--- config.mk ---
export PLATFORM = sky130hd
export DESIGN_NAME = pipeline_controller
export DESIGN_NICKNAME = d
export VERILOG_FILES = /design/src/rtl/pipeline_controller_pkg.sv /design/src/rtl/pipeline_controller_multicycle_counter.sv /design/src/rtl/pipeline_controller.sv
export SDC_FILE = /design/constraint.sdc
export NUM_CORES = 1
export LEC_CHECK = 0
export ABC_AREA = 1
export CAP_MARGIN = 0
export CORE_AREA = 2 2 99 101
export CTS_CLUSTER_SIZE = 40
export DETAILED_ROUTE_END_ITERATION = 8
export DIE_AREA = 0 0 101 103
export PLACE_DENSITY = 0.7
export RECOVER_POWER = 100
export SLEW_MARGIN = 20
export SYNTH_ARGS = -nofsm -noshare
export SYNTH_HDL_FRONTEND = slang
export SYNTH_SLANG_ARGS = --single-unit
--- constraint.sdc ---
create_clock -name clock -period 1.4 [get_ports clock]
set_input_delay 0.14 -clock clock [delete_from_list [all_inputs] [get_ports clock]]
set_output_delay 0.14 -clock clock [all_outputs]
set_load 0.1 [all_outputs]
--- src/rtl/pipeline_controller_pkg.sv ---
// Shared encodings for the pipeline stall/flush scheduler: stall bus patterns
// and controller state encodings.
package pipeline_controller_pkg;

  localparam int STALL_W = 6;

  typedef logic [STALL_W-1:0] stall_t;

  // stall bits: [0] PC, [1] IF, [2] ID, [3] EX, [4] MEM, [5] WB
  localparam stall_t STALL_NONE     = 6'b000000;
  localparam stall_t STALL_FROM_ID  = 6'b000111;
  localparam stall_t STALL_FROM_EX  = 6'b001111;
  localparam stall_t STALL_FROM_MEM = 6'b011111;

  typedef enum logic {
    CTRL_RUN   = 1'b0,
    CTRL_MULTI = 1'b1
  } ctrl_state_t;

endpackage

--- src/rtl/pipeline_controller_multicycle_counter.sv ---
// Down-counter sequencing multi-cycle EX operations: load, decrement,
// freeze and zero flag.
module pipeline_controller_multicycle_counter #(
  parameter int CNT_WIDTH = 6
) (
  input  logic                 clock,
  input  logic                 reset,
  input  logic                 clear,
  input  logic                 load,
  input  logic [CNT_WIDTH-1:0] load_value,
  input  logic                 dec_en,
  input  logic                 freeze,
  output logic [CNT_WIDTH-1:0] cnt,
  output logic                 zero
);

  // clear (exception abort) wins over load; freeze wins over decrement
  always_ff @(posedge clock) begin
    if (reset || clear) begin
      cnt <= '0;
    end else if (load) begin
      cnt <= load_value;
    end else if (dec_en && !freeze && (cnt != '0)) begin
      cnt <= cnt - CNT_WIDTH'(1);
    end
  end

  assign zero = (cnt == '0);

endmodule

--- src/rtl/pipeline_controller.sv ---
// Central stall/flush scheduler for the five-stage pipeline: hazard priority
// mux, PC redirect, multi-cycle EX sequencing FSM and stall-cycle perf counter.
module pipeline_controller
  import pipeline_controller_pkg::*;
#(
  parameter int DIV_CYCLES = 32,
  parameter int CNT_WIDTH  = 6
) (
  input  logic        clock,
  input  logic        reset,
  input  logic        id_stall_request,
  input  logic        ex_multicycle_start,
  input  logic        mem_stall_request,
  input  logic        mem_exception,
  input  logic [31:0] mem_exception_vector,
  input  logic        id_branch_taken,
  input  logic [31:0] id_branch_target,
  output logic [5:0]  stall,
  output logic        flush,
  output logic        pc_redirect,
  output logic [31:0] pc_target,
  output logic        ex_multicycle_ready,
  output logic        busy,
  output logic [31:0] stall_cycle_count
);

  localparam logic [CNT_WIDTH-1:0] CNT_LOAD = CNT_WIDTH'(DIV_CYCLES - 1);

  ctrl_state_t          state;
  ctrl_state_t          state_next;
  logic                 cnt_clear;
  logic                 cnt_load;
  logic                 cnt_dec;
  logic                 cnt_freeze;
  logic [CNT_WIDTH-1:0] cnt;
  logic                 cnt_zero;
  logic                 multi_hold;
  logic [31:0]          perf_count;

  pipeline_controller_multicycle_counter #(
    .CNT_WIDTH(CNT_WIDTH)
  ) u_multicycle_counter (
    .clock     (clock),
    .reset     (reset),
    .clear     (cnt_clear),
    .load      (cnt_load),
    .load_value(CNT_LOAD),
    .dec_en    (cnt_dec),
    .freeze    (cnt_freeze),
    .cnt       (cnt),
    .zero      (cnt_zero)
  );

  always_ff @(posedge clock) begin
    if (reset) begin
      state <= CTRL_RUN;
    end else begin
      state <= state_next;
    end
  end

  always_comb begin
    state_next          = state;
    stall               = STALL_NONE;
    flush               = 1'b0;
    pc_redirect         = 1'b0;
    pc_target           = 32'h0;
    ex_multicycle_ready = 1'b0;
    cnt_clear           = 1'b0;
    cnt_load            = 1'b0;
    cnt_dec             = 1'b0;
    cnt_freeze          = 1'b0;
    multi_hold          = 1'b0;

    if (!reset) begin
      if (mem_exception) begin
        // exception aborts any divide in flight; no ready pulse follows
        flush       = 1'b1;
        pc_redirect = 1'b1;
        pc_target   = mem_exception_vector;
        state_next  = CTRL_RUN;
        cnt_clear   = 1'b1;
      end else begin
        multi_hold = ((state == CTRL_MULTI) && !cnt_zero) ||
                     ((state == CTRL_RUN) && ex_multicycle_start);

        if (mem_stall_request) begin
          stall = STALL_FROM_MEM;
        end else if (multi_hold) begin
          stall = STALL_FROM_EX;
        end else if (id_stall_request) begin
          stall = STALL_FROM_ID;
        end

        case (state)
          CTRL_RUN: begin
            // a start under a memory stall is re-presented by EX later
            if (ex_multicycle_start && !mem_stall_request) begin
              state_next = CTRL_MULTI;
              cnt_load   = 1'b1;
            end
          end
          CTRL_MULTI: begin
            cnt_freeze = mem_stall_request;
            cnt_dec    = !cnt_zero;
            if (!mem_stall_request && cnt_zero) begin
              ex_multicycle_ready = 1'b1;
              state_next          = CTRL_RUN;
            end
          end
          default: state_next = CTRL_RUN;
        endcase

        // delay slot executes, so a taken branch never flushes
        if (id_branch_taken && !stall[0]) begin
          pc_redirect = 1'b1;
          pc_target   = id_branch_target;
        end
      end
    end
  end

  always_ff @(posedge clock) begin
    if (reset) begin
      perf_count <= 32'h0;
    end else if (stall[0]) begin
      perf_count <= perf_count + 32'h1;
    end
  end

  assign busy              = !reset && (state == CTRL_MULTI);
  assign stall_cycle_count = reset ? 32'h0 : perf_count;

endmodule

==> flow_summary.yaml, run 1 <==
cells_and_area:
  fin_util_pct: 80.0
  area_delta_synth_final_pct: 126
  drive_gt1_share_pct: 46.1
  fin_area_um2: 7560
  num_antenna_cells: 0
  fin_nets: 869
synth:
  syn_inst: 566
  synth_area_per_cell_um2: 5.92
  synth.cell_area_um2: 3350
  ys.flop_type: "dfxtp_1"
  synth_commonest_cells: "nand2_1, nor2_1, inv_1"
  synth.area.top_cells: "dfxtp_1, nand2_1, nor2_1"
  synthArstFlopShare_pct: 0
  synthesis.nets: 640
  netlist.area_leader.share_pct: 23.3
  synth.most_common_cell: "nand2_1"
  synth-edff-count: 0
  synth_top_area_cell: "dfxtp_1"
  yosysUniqueCellTypes: 39
  synth_warnings: 0
  yosysSeqAreaShare_pct: 23.3
  synth_seq_cells: 39
setup_path:
  critPathArrivalTime_ns: 1.96
  crit_top_cell: "nand3_4"
  path_class: "reg2out"
  crit_slowest_cell: "dfxtp_1"
  critPathMaxStageDelay_ns: 0.38
  required_ns: 1.26
  cp_max_fo: 5
  crit_chain: "nor2_4 > nand3_4 > nand2_4 > nand3_4 > nor2_8 > buf_4 > nand3_2 > nand2_8 > buf_12"
  cp-end-kind: "output pin"
  startpoint_type: "flop"
route:
  drtPass1Iterations: 8
  vias_per_cell: 5.18
  drt_iter0_drc: 284
  post_drt_wl_per_cell_um: 17.2
  wl_met1_um: 6030
  wl_met2_um: 8400
  wirelength_um: 15700
  met3RoutedLength_um: 750
  drc: 0
  detail-route-antenna-nets: 0
  top_layer: "met4"
  num_vias: 4710
sta:
  rsz0062_at_grt: "yes"
  period_needed_ns: 2.10
  finalClockSkew_ns: 0.0124
  finalCritPeriodShare_pct: 150
  whs_ns: 0.353
  setup_slack_ns: -0.700
  hold_violations: 0
  setup-violations-final: 79
  fmax_mhz: 476
  slew_violations: 0
floorplanning:
  fp-row-count: 36
  start_util_pct: 35.4
  core_area_um2: 9460
  floorplan.io_pins: 145
  die_x_um: 101
  die-area_um2: 10400
  die_h_um: 103
status:
  violations: "negative setup slack"
  status: "complete, but fails checks"
global_routing:
  grt_pass1_vias: 4599
  antenna_found_initial: 0
  grt-ovfl-total: 0
  grt_usage_pct: 26.6
  grt_pass1_wl_um: 22100
  grt_max_degree: 34
cts:
  cts_made_buffers: 5
  htree_levels: 2
  root_buffer: "clkbuf_8"
  clockBufferDepth: 2
  clk_pin_slew_ns: 0.09
  clock-sinks: 39
  cts_tree: "yes"
  worstSkewPairLatency_ns: 0.31
  hold_buffers: 0
flow_run:
  cap_violations: 0
pwr:
  peakVddDrop_mv: 0.415
  p_per_area_nw_per_um2: 522
  leakage_nw: 2.93
placed_design:
  pre_cts_slack_ns: -0.434
  place_area_um2: 7000
  gp_congestion: 0.873
  dp_hpwl_um: 10100
  port_buffers: 143
worst_hold_path:
  hold_class: "in2reg"
## where the power goes
part	total (mW)	switching [mW]	leakage [nW]	internal, mW
Clock	1.18	0.463	0.0654	0.714
Combinational	1.64	0.937	2.55	0.705
Sequential	1.13	0.00897	0.317	1.12
Total	3.95	1.41	2.93	2.54
## critical path: cells and delay by family (launching register included)
family / cells / cell delay (ns)
flip-flops: 1 / 0.38
AND/OR/NAND/NOR: 7 / 0.91
buffers and inverters: 2 / 0.35
## metrics by stage
stage / instances / power (mW) / setup TNS (ns)
finish: 910 / 3.95 / -37.98
global route: 910 / 4.04 / -40.85
CTS: 900 / 3.85 / -32.43
detailed placement: 877 / 2.61 / -25.71
global placement: 877 / 2.59 / -23.03
floorplan: 566 / 2.00 / -12.82
## cells in the final DEF, fill, tap and decap left out, types with 6 or more instances in the layout
| cell | synthesis | layout |
|---|---|---|
| nand2_1 | 203 | 148 |
| buf_4 | 3 | 86 |
| buf_12 | 1 | 69 |
| clkdlybuf4s50_1 | 0 | 67 |
| nor2_1 | 96 | 58 |
| inv_1 | 53 | 49 |
| nor2_4 | 1 | 40 |
| dfxtp_1 | 39 | 34 |
| nand3_1 | 44 | 27 |
| a21oi_2 | 14 | 22 |
| nand2_2 | 5 | 21 |
| nand2_4 | 0 | 20 |
| nand2_8 | 1 | 20 |
| nand3_2 | 11 | 20 |
| buf_6 | 6 | 16 |
| xor2_1 | 11 | 11 |
| nand3_4 | 2 | 10 |
| a21oi_1 | 19 | 10 |
| nand4_1 | 10 | 10 |
| inv_2 | 2 | 6 |
## flip-flops by register name, summed over array words and instances, names as in the netlist
name                      flops
state                         1
perf_count                   32
u_multicycle_counter.cnt      6
## path summary, 6_finish.rpt
check	endpoint	startpoint	slack, ns	cells after the start
setup / recovery	pc_target[3]	u_multicycle_counter.cnt[2]	-0.70	9
hold / removal	u_multicycle_counter.cnt[5]	reset	0.35	5
setup reg to reg	perf_count[30]	u_multicycle_counter.cnt[2]	-0.52	11
hold reg to reg	perf_count[30]	perf_count[30]	0.50	2
## kinds of logic (layout without fill, tap and decap cells)
family | count (synthesis) | count (layout) | share of synthesized area [%]
AO/OA/AOI/OAI | 42 | 42 | 8.36
XOR/XNOR | 13 | 13 | 3.40
adder cells (fa/ha/maj) | 3 | 3 | 1.12
AND/OR/NAND/NOR | 386 | 386 | 51.7
buffers and inverters | 82 | 312 | 12.1
other | 1 | 1 | 0.112
flip-flops | 39 | 39 | 23.3
## what timing repair did
action / 4_1_cts / 5_1_grt
endpoints found under the setup margin: 76 / 77
gates cloned: 3 / 2
setup buffers: 14 / 12
pin swaps: 11 / 19
gates resized for setup: 42 / 33
## metal layers
metal	vias up	global-route usage [%]
met4	0	8.32
met1	2230	32.6
met5	-	0
met2	194	47.4
met3	59	4.68
li1	2227	-
## final cells by class
type | count | area, um^2
Inverter | 56 | 226
Tap cell | 114 | 143
Sequential cell | 39 | 787
Timing Repair Buffer | 248 | 3090
Fill cell | 542 | 1890
Clock buffer | 6 | 72.6
Multi-Input combinational cell | 445 | 3190
Clock inverter | 2 | 60.1
(Power assumes the default switching activity.)
==> run 2: changes to the inputs <==
--- a/config.mk
+++ b/config.mk
@@ -7,12 +7,14 @@
 export LEC_CHECK = 0
 export ABC_AREA = 1
 export CAP_MARGIN = 0
-export CORE_AREA = 2 2 99 101
+export CORE_AREA = 2 2 96 98
 export CTS_CLUSTER_SIZE = 40
 export DETAILED_ROUTE_END_ITERATION = 8
-export DIE_AREA = 0 0 101 103
-export PLACE_DENSITY = 0.7
+export DIE_AREA = 0 0 98 100
+export MAX_ROUTING_LAYER = met4
+export PLACE_DENSITY = 0.74
 export RECOVER_POWER = 100
+export SKIP_LAST_GASP = 1
 export SLEW_MARGIN = 20
 export SYNTH_ARGS = -nofsm -noshare
 export SYNTH_HDL_FRONTEND = slang
==> flow_summary.yaml, run 2 (synthesis gave the netlist of run 1 again) <==
cts:
  hold_buffers: 0
  worstSkewPairLatency_ns: 0.30
  clk_pin_slew_ns: 0.09
  cts_tree: "yes"
  root_buffer: "clkbuf_8"
  clock-sinks: 39
  htree_levels: 2
  cts_made_buffers: 5
  clockBufferDepth: 2
sta:
  setup-violations-final: 77
  hold_violations: 0
  rsz0062_at_grt: "yes"
  period_needed_ns: 2.04
  fmax_mhz: 491
  finalClockSkew_ns: 0.0130
  slew_violations: 0
  setup_slack_ns: -0.637
  fin_setup_tns_ns: -38.65
  finalCritPeriodShare_pct: 146
  whs_ns: 0.324
pwr:
  p_per_area_nw_per_um2: 488
  peakVddDrop_mv: 0.369
  leakage_nw: 2.78
setup_path:
  rr_startpoint: "u_multicycle_counter.cnt[1]"
  r2r_setup_slack_ns: -0.58
  reg2reg_to: "perf_count[7]"
  cp_max_fo: 6
  path_class: "reg2out"
  required_ns: 1.26
  cp-end-kind: "output pin"
  r2r_cells: 14
  critPathArrivalTime_ns: 1.90
  startpoint_type: "flop"
global_routing:
  grtUsageMet1_pct: 33.5
  grt_pass1_vias: 4672
  grt_usage_pct: 29.2
  grt-ovfl-total: 0
  met3_usage_pct: 4.46
  grt.met2_usage_pct: 51.5
  antenna_found_initial: 0
  grt-busiest-layer: "met2"
  grt_max_degree: 34
  grt_pass1_wl_um: 22500
placed_design:
  place_area_um2: 6970
  port_buffers: 143
  dp_hpwl_um: 10500
  gp_congestion: 0.898
route:
  drt_iter0_drc: 381
  post_drt_wl_per_cell_um: 17.1
  vias_per_cell: 5.35
  detail-route-antenna-nets: 0
  num_vias: 4780
  drc: 0
  drtPass1Iterations: 5
  wirelength_um: 15300
worst_hold_path:
  hold_path_end: "perf_count[14]"
  hold_class: "in2reg"
  worstHoldStart: "reset"
  hold_depth: 3
floorplanning:
  floorplan.io_pins: 145
  start_util_pct: 37.7
  core_area_um2: 8890
  die_x_um: 98
  die_h_um: 100
  die-area_um2: 9800
  fp-row-count: 35
cells_and_area:
  final_common_cell: "nand2_1"
  fillCellCount: 534
  fin_area_um2: 7180
  drive_gt1_share_pct: 45.5
  final_cell_mix: "nand2_1, buf_4, clkdlybuf4s50_1"
  top_register: "perf_count"
  fin_nets: 856
  fin_util_pct: 80.8
  num_antenna_cells: 0
  area_delta_synth_final_pct: 114
  largestRegisters: "perf_count: 32 flops, u_multicycle_counter.cnt: 6 flops, state: 1 flops"
  largest_reg_flops: 32
status:
  violations: "negative setup slack"
  status: "complete, but fails checks"
flow_run:
  cap_violations: 0
==> run 2: routing by layer <==
layer / up-vias / wire length, um / part of all wire [%]
met1: 2224 / 5410 / 35
li1: 2206 / - / -
met3: 68 / 1030 / 6.8
met5: - / 0 / 0
met4: 0 / 620 / 4.1
met2: 282 / 8230 / 54
==> run 2: timing repair <==
action,in CTS,in global routing
setup buffers,8,10
pin swaps,5,13
cloned,2,0
setup endpoints to repair,76,74
gates resized for setup,30,39
==> run 2: worst max-delay path by stage <==
stage                                      startpoint                   to  slack, ns  cells past startpoint
after floorplan                                 state  ex_multicycle_ready      -0.37                      4
after global placement            ex_multicycle_start        pc_target[20]      -0.38                      8
after detailed placement          ex_multicycle_start        pc_target[20]      -0.42                      8
after CTS                 u_multicycle_counter.cnt[1]         pc_target[8]      -0.62                     10
after global routing      u_multicycle_counter.cnt[1]         pc_target[2]      -0.71                     10
final                     u_multicycle_counter.cnt[1]             stall[0]      -0.64                     11
==> run 2: final cells by class <==
class	count	area, um^2	area share (%)
Clock buffer	7	76.3	1.06
Clock inverter	1	5.00	0.0697
Inverter	56	229	3.19
Multi-Input combinational cell	445	3160	44.0
Sequential cell	39	786	10.9
Tap cell	111	139	1.93
Timing Repair Buffer	235	2790	38.8
==> run 2: through the flow <==
stage | cells | power [mW] | setup WS [ns]
floorplan | 566 | 2.00 | -0.371
global placement | 870 | 2.59 | -0.378
detailed placement | 870 | 2.62 | -0.424
CTS | 888 | 3.45 | -0.617
global route | 894 | 3.59 | -0.707
finish | 894 | 3.51 | -0.637
==> run 2: report_power, final <==
group          total (mW)  internal (mW)  switching (mW)
Sequential           1.13           1.12         0.00741
Clock               0.795          0.351           0.444
Combinational        1.58          0.662           0.922
==> run 2: worst max-delay path, cell delays in order, from the launching register on <==
cell	delay, ns
dfxtp_2	0.33
inv_2	0.07
ha_4	0.15
nand3_4	0.09
nand2_4	0.09
nand3_4	0.11
buf_4	0.16
buf_4	0.13
buf_6	0.13
nand2_8	0.11
inv_16	0.06
buf_16	0.16
==> run 3: changes to the inputs <==
--- a/config.mk
+++ b/config.mk
@@ -7,12 +7,13 @@
 export LEC_CHECK = 0
 export ABC_AREA = 1
 export CAP_MARGIN = 0
-export CORE_AREA = 2 2 96 98
+export CORE_AREA = 2 2 90 92
 export CTS_CLUSTER_SIZE = 40
 export DETAILED_ROUTE_END_ITERATION = 8
-export DIE_AREA = 0 0 98 100
+export DIE_AREA = 0 0 92 94
+export DONT_BUFFER_PORTS = 1
 export MAX_ROUTING_LAYER = met4
-export PLACE_DENSITY = 0.74
+export PLACE_DENSITY = 0.58
 export RECOVER_POWER = 100
 export SKIP_LAST_GASP = 1
 export SLEW_MARGIN = 20
==> flow_summary.yaml, run 3 (synthesis gave the netlist of run 1 again) <==
sta:
  whs_ns: 0.0257
  hold_violations: 0
  period_needed_ns: 1.96
  slew_violations: 0
  fmax_mhz: 509
  finalCritPeriodShare_pct: 140
  setup-violations-final: 71
  setup_slack_ns: -0.563
  finalClockSkew_ns: 0.0164
  worst_pin_slew_ns: 0.620
  slew_headroom_pct: 58.7
  rsz0062_at_grt: "yes"
placed_design:
  dp.cells: 746
  dp_hpwl_um: 8340
  gp_congestion: 0.885
  port_buffers: 0
  place_area_um2: 5340
route:
  wirelength_um: 12100
  drt_iter0_drc: 190
  num_vias: 3940
  wl_met2_um: 6380
  drtPass1Iterations: 5
  wl_met1_um: 5070
  detail-route-antenna-nets: 0
  vias_per_cell: 5.11
  drc: 0
  met3RoutedLength_um: 581
  top_layer: "met4"
  post_drt_wl_per_cell_um: 15.7
setup_path:
  startpoint_type: "flop"
  cp_max_fo: 8
  path_class: "reg2out"
  cp-end-kind: "output pin"
  required_ns: 1.26
  critPathArrivalTime_ns: 1.82
cells_and_area:
  largestRegisters: "perf_count: 32 flops, u_multicycle_counter.cnt: 6 flops, state: 1 flops"
  fillCellCount: 551
  fin_area_um2: 5910
  layoutNonFillerInstCount: 771
  num_antenna_cells: 0
  drive_gt1_share_pct: 45.7
  regArea_um2: 787
  fin_nets: 743
  largest_reg_flops: 32
  fin_util_pct: 77.7
  top_register: "perf_count"
  area_delta_synth_final_pct: 76.3
  multi_input_area_um2: 3240
  final_cell_mix: "nand2_1, nor2_1, buf_4"
  final_common_cell: "nand2_1"
flow_run:
  cap_violations: 0
pwr:
  peakVddDrop_mv: 0.396
  power.total_mw: 3.19
  p_per_area_nw_per_um2: 540
  leakage_nw: 2.20
floorplanning:
  die_x_um: 92
  core_area_um2: 7610
  die-area_um2: 8650
  die_h_um: 94
  fp-row-count: 32
  start_util_pct: 44.1
  floorplan.io_pins: 145
global_routing:
  grt_usage_pct: 27.9
  grt_pass1_wl_um: 18800
  grt_pass1_vias: 3844
  grt-ovfl-total: 0
  antenna_found_initial: 0
  grt_max_degree: 39
cts:
  cts_made_buffers: 5
  cts_tree: "yes"
  worstSkewPairLatency_ns: 0.31
  root_buffer: "clkbuf_8"
  clk_pin_slew_ns: 0.08
  clock-sinks: 39
  clockBufferDepth: 2
  htree_levels: 2
status:
  violations: "negative setup slack"
  status: "complete, but fails checks"
worst_hold_path:
  hold_class: "in2reg"
-- run 3: changes by cell type in the layout (fill, tap and decap cells not counted), sizes merged --
cell	previous run	this run
buf	164	107
bufinv	0	1
bufbuf	1	2
clkbuf	8	19
clkdlybuf4s50	67	0
dlygate4sd2	2	0
inv	56	55
-- run 3: per-stage QoR --
stage          setup slack, ns  setup TNS, ns
6_report                -0.563         -31.31
4_1_cts                 -0.555         -27.74
5_1_grt                 -0.642         -36.92
2_1_floorplan           -0.371         -12.82
3_3_place_gp            -0.261         -12.95
3_5_place_dp            -0.304         -15.20
-- run 3: critical path: stages, from the launching register on --
cell     delay (ns)
dfxtp_2        0.33
inv_2          0.07
ha_4           0.14
nand3_4        0.09
nand2_4        0.08
nand3_4        0.10
nor2_8         0.13
buf_12         0.13
buf_16         0.13
o21a_2         0.15
buf_12         0.17
-- run 3: repair_timing --
action,in CTS,in global routing
gates cloned,5,0
hold buffers,1,0
setup buffers,9,7
pin swaps,6,19
resized for setup,32,50
hold endpoints to repair,20,0
setup endpoints to repair,74,84
-- run 3: final cells by class --
| type | instances | area share (%) |
|---|---|---|
| repair buffers | 122 | 24.2 |
| clock buffers | 6 | 1.23 |
| clock inverters | 1 | 0.508 |
| multi-input cells | 445 | 54.8 |
| inverters | 56 | 3.77 |
| well taps | 102 | 2.16 |
| flip-flops and latches | 39 | 13.3 |
-- run 3: power by group --
group | internal [mW] | switching (mW)
clock network | 0.523 | 0.428
logic | 0.339 | 0.772
registers | 1.12 | 0.00634
-- run 3: worst paths after layout --
check	startpoint	end	slack, ns	depth (start not counted)
worst max-delay path	u_multicycle_counter.cnt[1]	pc_redirect	-0.56	10
worst min-delay path	reset	perf_count[0]	0.03	3
worst max register to register	u_multicycle_counter.cnt[1]	perf_count[14]	-0.45	13
worst min register to register	perf_count[30]	perf_count[30]	0.50	2
-- run 3: per-layer routing --
layer | vias to the layer above | track usage, %
li1 | 1978 | -
met1 | 1838 | 35.3
met2 | 113 | 47.9
met3 | 11 | 4.17
met4 | 0 | 5.85
met5 | - | -
==> RTL edit 1: new RTL, settings of run 2 <==
The parameter `DIV_CYCLES` goes from 32 to 24.
--- a/src/rtl/pipeline_controller.sv
+++ b/src/rtl/pipeline_controller.sv
@@ -3,7 +3,7 @@
 module pipeline_controller
   import pipeline_controller_pkg::*;
 #(
-  parameter int DIV_CYCLES = 32,
+  parameter int DIV_CYCLES = 24,
   parameter int CNT_WIDTH  = 6
 ) (
   input  logic        clock,
Behaviour: same outputs for any inputs over 10 cycles, from zero or initial values and one cycle with reset high; that may be too few to reach the edited logic, so the function may still have changed.
==> RTL edit 1 against run 2 <==
The run still ends with setup timing left. Worst setup slack worse by 0.17 ns. Clock power shrank 4.2%. Power down 2.1%. Synthesized area is 5.7% lower. Routed wire length grew 0.74%. Cell area down 2.9%. Sequential cell count did not move. Global-route usage grew 0.93 points.
==> RTL edit 1: results (changes against run 2) <==
final_layout:
  inv_count: 65  # was 56
  multi_input_cells: 454  # was 445
  fillCellCount: 608  # was 534
  area_share_clock_buf_inv: 0.0117  # was 0.0113
  final_util: 0.785  # was 0.808
  seq_share: 0.113  # was 0.109
  n_all_buffers: 246  # was 235
  buf_share: 0.411  # was 0.388
  multi_input_area_sq_um: 2850  # was 3160 sq um
logic_synthesis:
  yosysSeqAreaShare: 0.247  # was 0.233
  ys_top_cells_by_area: "nand2_1 (26%), dfxtp_1 (25%), nor2_1 (12%), inv_1 (7.5%), o21ai_0 (6.0%)"  # was dfxtp_1 (23%), nand2_1 (23%), nor2_1 (11%), nand3_1 (6.6%), inv_1 (5.9%)
  synthAdderAreaFrac: 0.00792  # was 0.0112
  synth_compound_area_frac: 0.106  # was 0.0836
  avgSynthCellArea_sq_um: 5.43  # was 5.92 sq um
  synthTopCellsByCount: "nand2_1 (220), nor2_1 (104), inv_1 (63)"  # was nand2_1 (203), nor2_1 (96), inv_1 (53)
detailed_routing:
  wirelength_um: 15400  # was 15300 um
  post_drt_wl_per_cell_um: 16.7  # was 17.1 um
  drtIter0Drc: 421  # was 381
placement:
  place_congestion: 0.928  # was 0.898
  placed_area_sq_um: 6600  # was 6970 sq um
  dpl.cell_count: 897  # was 870
status:
  status: "finished, violations left"  # unchanged
  violations: "setup timing"  # unchanged
global_route:
  grt_use_total: 0.302  # was 0.292
  grt_pass1_wl_um: 23000  # was 22500 um
  grt_max_degree: 26  # was 34
  grt_use_met3: 0.0543  # was 0.0446
timing:
  setup_viol: 76  # was 77
  post-route-worst-setup-slack_ns: -0.809  # was -0.637 ns
  hold_ws_ns: 0.338  # was 0.324 ns
  finalSetupTns_ns: -42.96  # was -38.65 ns
power:
  irDropWorstVdd_v: 0.000328  # was 0.000369 V
worst_setup_path:
  reg2reg_depth: 16  # was 14
  critPathArrivalTime_ns: 2.07  # was 1.90 ns
RTL edit 1: cell count changes after synthesis, moves of 7 or more:
cell	delta
nand3_1	-24
nor2_1	+8
a21oi_2	-14
nand2_1	+17
inv_1	+10
clkbuf_1	+8
o21ai_0	+34
nand3_2	-9
a21oi_1	+7
RTL edit 1: cells by family (layout without fill, tap and decap cells):
group | Yosys count | after routing
adders and majority gates | 2 | 2
AOI/OAI and AO/OA | 66 | 66
xor gates and xnor gates | 16 | 16
buffers and inverters | 89 | 319
other | 1 | 1
and+or+nand+nor | 369 | 369
DFF | 39 | 39
RTL edit 1: where the power goes:
group	internal (mW)	switching (mW)	leakage [nW]	total [mW]
logic	0.634	0.908	2.36	1.54
clock network	0.351	0.412	0.0422	0.762
registers	1.12	0.0110	0.317	1.13
RTL edit 1: final timing paths:
| kind | startpoint | endpoint | slack [ns] |
|---|---|---|---|
| hold reg to reg | u_multicycle_counter.cnt[0] | u_multicycle_counter.cnt[0] | 0.49 |
| setup / recovery | u_multicycle_counter.cnt[1] | pc_target[8] | -0.81 |
| hold / removal | reset | perf_count[3] | 0.34 |
| setup reg to reg | u_multicycle_counter.cnt[1] | perf_count[19] | -0.53 |
RTL edit 1: per-layer routing:
metal	wire length (um)	vias up	part of all wire
met3	1110	52	0.072
met1	5960	2170	0.39
li1	-	2239	-
met2	7740	222	0.50
met4	595	0	0.039
met5	0	-	0
RTL edit 1: worst max-delay path, delay by kind of cell (launching register included):
kind / cells / cell delay, ns
AO/OA/AOI/OAI: 1 / 0.20
adder cells (fa/ha/maj): 1 / 0.15
buffers and inverters: 5 / 0.59
flip-flops: 1 / 0.33
AND/OR/NAND/NOR: 5 / 0.49
RTL edit 1: what timing repair did:
item	CTS	global route
setup buffers	10	9
setup endpoints to repair	77	89
cloned	4	0
pin swaps	25	24
resized for setup	50	80
==> RTL edit 2: new RTL, flow settings as in run 2 <==
Without the edit above. Make the reset (`reset`) asynchronous in 2 clocked blocks.
--- a/src/rtl/pipeline_controller.sv
+++ b/src/rtl/pipeline_controller.sv
@@ -51,7 +51,7 @@
     .zero      (cnt_zero)
   );
 
-  always_ff @(posedge clock) begin
+  always_ff @(posedge clock or posedge reset) begin
     if (reset) begin
       state <= CTRL_RUN;
     end else begin
@@ -120,7 +120,7 @@
     end
   end
 
-  always_ff @(posedge clock) begin
+  always_ff @(posedge clock or posedge reset) begin
     if (reset) begin
       perf_count <= 32'h0;
     end else if (stall[0]) begin
Behaviour: same outputs for any inputs over 10 cycles, from zero or initial values and one cycle with reset high; that may be too few to reach the edited logic, so the function may still have changed.
==> RTL edit 2 against run 2 <==
The run still ends with setup timing left. Worst setup slack better by 0.025 ns. Synthesized area shrank 0.86%. Cell area grew 2.4%. Register-to-register slack gained 0.19 ns. Sequential cell count did not move. Critical endpoint is now pc_target[21]. Power increased by 55%. Combinational power up 94%. Final cell count grew 1.3%. Sequential share of layout area increased by 2.0 points. Routed wire length up 11%. Global-route usage shrank 0.12 points.
==> RTL edit 2: results (changes against run 2) <==
timing:
  finClkSkew_ns: 0.0101  # was 0.0130 ns
  post-route-worst-setup-slack_ns: -0.612  # was -0.637 ns
  setup_viol: 83  # was 77
global_route:
  antenna_found_initial: 0  # unchanged
  grt_pass1_wl_um: 22300  # was 22500 um
  grt_max_degree: 35  # was 34
  grt_pass1_vias: 4544  # was 4672
  grt_use_total: 0.291  # was 0.292
final_layout:
  fillCellCount: 502  # was 534
  largest_register: "perf_count"  # unchanged
  fin_nets: 868  # was 856
  top_regs: "perf_count: 32 flops, u_multicycle_counter.cnt: 6 flops, state: 1 flops"  # unchanged
  drive_gt1_frac: 0.411  # was 0.455
detailed_routing:
  drt-vias-per-instance: 5.30  # was 5.35
  post_drt_wl_per_cell_um: 18.8  # was 17.1 um
  drtIter0Drc: 322  # was 381
logic_synthesis:
  synthTopCellsByCount: "nand2_1 (256), nor2_1 (86), inv_1 (48)"  # was nand2_1 (203), nor2_1 (96), inv_1 (53)
  syn-num-nets: 647  # was 640
  yosysSeqAreaShare: 0.285  # was 0.233
  ys_types: 34  # was 39
  ys.flop_type: "dfrtp_1"  # was dfxtp_1
  ys_top_cells_by_area: "nand2_1 (29%), dfrtp_1 (25%), nor2_1 (9.7%), inv_1 (5.4%), xor2_1 (4.0%)"  # was dfxtp_1 (23%), nand2_1 (23%), nor2_1 (11%), nand3_1 (6.6%), inv_1 (5.9%)
  ys_async_sr_fraction: 0.846  # was 0
power:
  power.switching_mw: 2.38  # was 1.37 mW
  leakage_nw: 3.10  # was 2.78 nW
  irDropWorstVdd_v: 0.000557  # was 0.000369 V
worst_setup_path:
  critPathMaxStageDelay_ns: 0.33  # about the same
  critPathArrivalTime_ns: 1.87  # was 1.90 ns
  crit_path_max_fanout: 5  # was 6
min_path:
  hp-class: "input pin to asynchronous set/reset pin"  # was input pin to register
placement:
  dp.final_hpwl_um: 11000  # was 10500 um
  post-place-ws_ns: -0.452  # was -0.424 ns
  place_congestion: 0.976  # was 0.898
status:
  violations: "setup timing"  # unchanged
  status: "finished, violations left"  # unchanged
[RTL edit 2: cell types whose count changed after synthesis, sizes merged, moves of 7 or more]
cell / delta
dfxtp: -33
nand3: -29
a21oi: -27
nand2: +51
nor2: -7
o21ai: +32
dfrtp: +33
[RTL edit 2: worst register-to-register path, delay by kind of cell (launching register included)]
kind,cells,cell delay [ns]
buf+inv,6,0.62
simple gates,6,0.56
fa+ha+maj,1,0.15
flops,1,0.33
[RTL edit 2: final timing paths]
path | start | end | slack [ns] | cells after the start
setup / recovery | u_multicycle_counter.cnt[1] | pc_target[21] | -0.61 | 9
hold / removal | reset | perf_count[18] | 0.32 | 3
setup reg to reg | u_multicycle_counter.cnt[1] | perf_count[10] | -0.39 | 13
hold reg to reg | perf_count[31] | perf_count[31] | 0.55 | 2
max in group asynchronous | reset | perf_count[5] | 0.47 | 3
min in group clock | mem_stall_request | state | 0.44 | 4
[RTL edit 2: metrics by stage]
stage / cell area, sq um / setup TNS, ns / hold WS (ns) / power [mW] / instances
floorplan: 4110 / -17.90 / 0.162 / 2.87 / 573
global placement: 6850 / -22.66 / 0.341 / 3.85 / 877
detailed placement: 6850 / -25.58 / 0.342 / 3.91 / 877
CTS: 7210 / -26.31 / 0.0243 / 5.01 / 897
global route: 7360 / -36.58 / 0.412 / 5.60 / 906
finish: 7360 / -31.64 / 0.319 / 5.44 / 906
[RTL edit 2: per-layer routing]
metal	track usage	routed length, um	vias up	part of all wire
li1	-	-	2196	-
met1	0.328	6320	2265	0.37
met2	0.532	8780	254	0.52
met3	0.0390	1060	84	0.062
met4	0.0994	856	0	0.050
met5	-	0	-	0
[RTL edit 2: timing repair]
action | 4_1_cts | 5_1_grt
cloned | 2 | 4
buffers inserted | 13 | 12
pin swaps | 8 | 21
resized for setup | 36 | 82
hold buffers | 0 | 0
endpoints found under the setup margin | 73 | 82
[RTL edit 2: logic make-up after synthesis]
| kind of cell | synth area share |
|---|---|
| AND/OR/NAND/NOR | 0.485 |
| buffers and inverters | 0.101 |
| other | 0.00113 |
| AO/OA/AOI/OAI | 0.0704 |
| XOR/XNOR | 0.0474 |
| flip-flops | 0.285 |
| adder cells (fa/ha/maj) | 0.0113 |
[RTL edit 2: power by group through the flow]
stage                     clock network (mW)  logic, mW  registers, mW
final                                   1.02       3.06           1.36
after global routing                    1.06       3.17           1.37
after CTS                               1.01       2.70           1.31
after detailed placement                   0       2.58           1.33
after global placement                     0       2.52           1.32
after floorplan                            0       1.56           1.31
[RTL edit 2: layout make-up]
type                       instances  area share
timing repair buffer             236       0.400
clock buffer                       6      0.0112
sequential                        39       0.129
inverter                          51      0.0298
tap                              111      0.0189
clock inverter                     2     0.00476
multi-input combinational        461       0.406
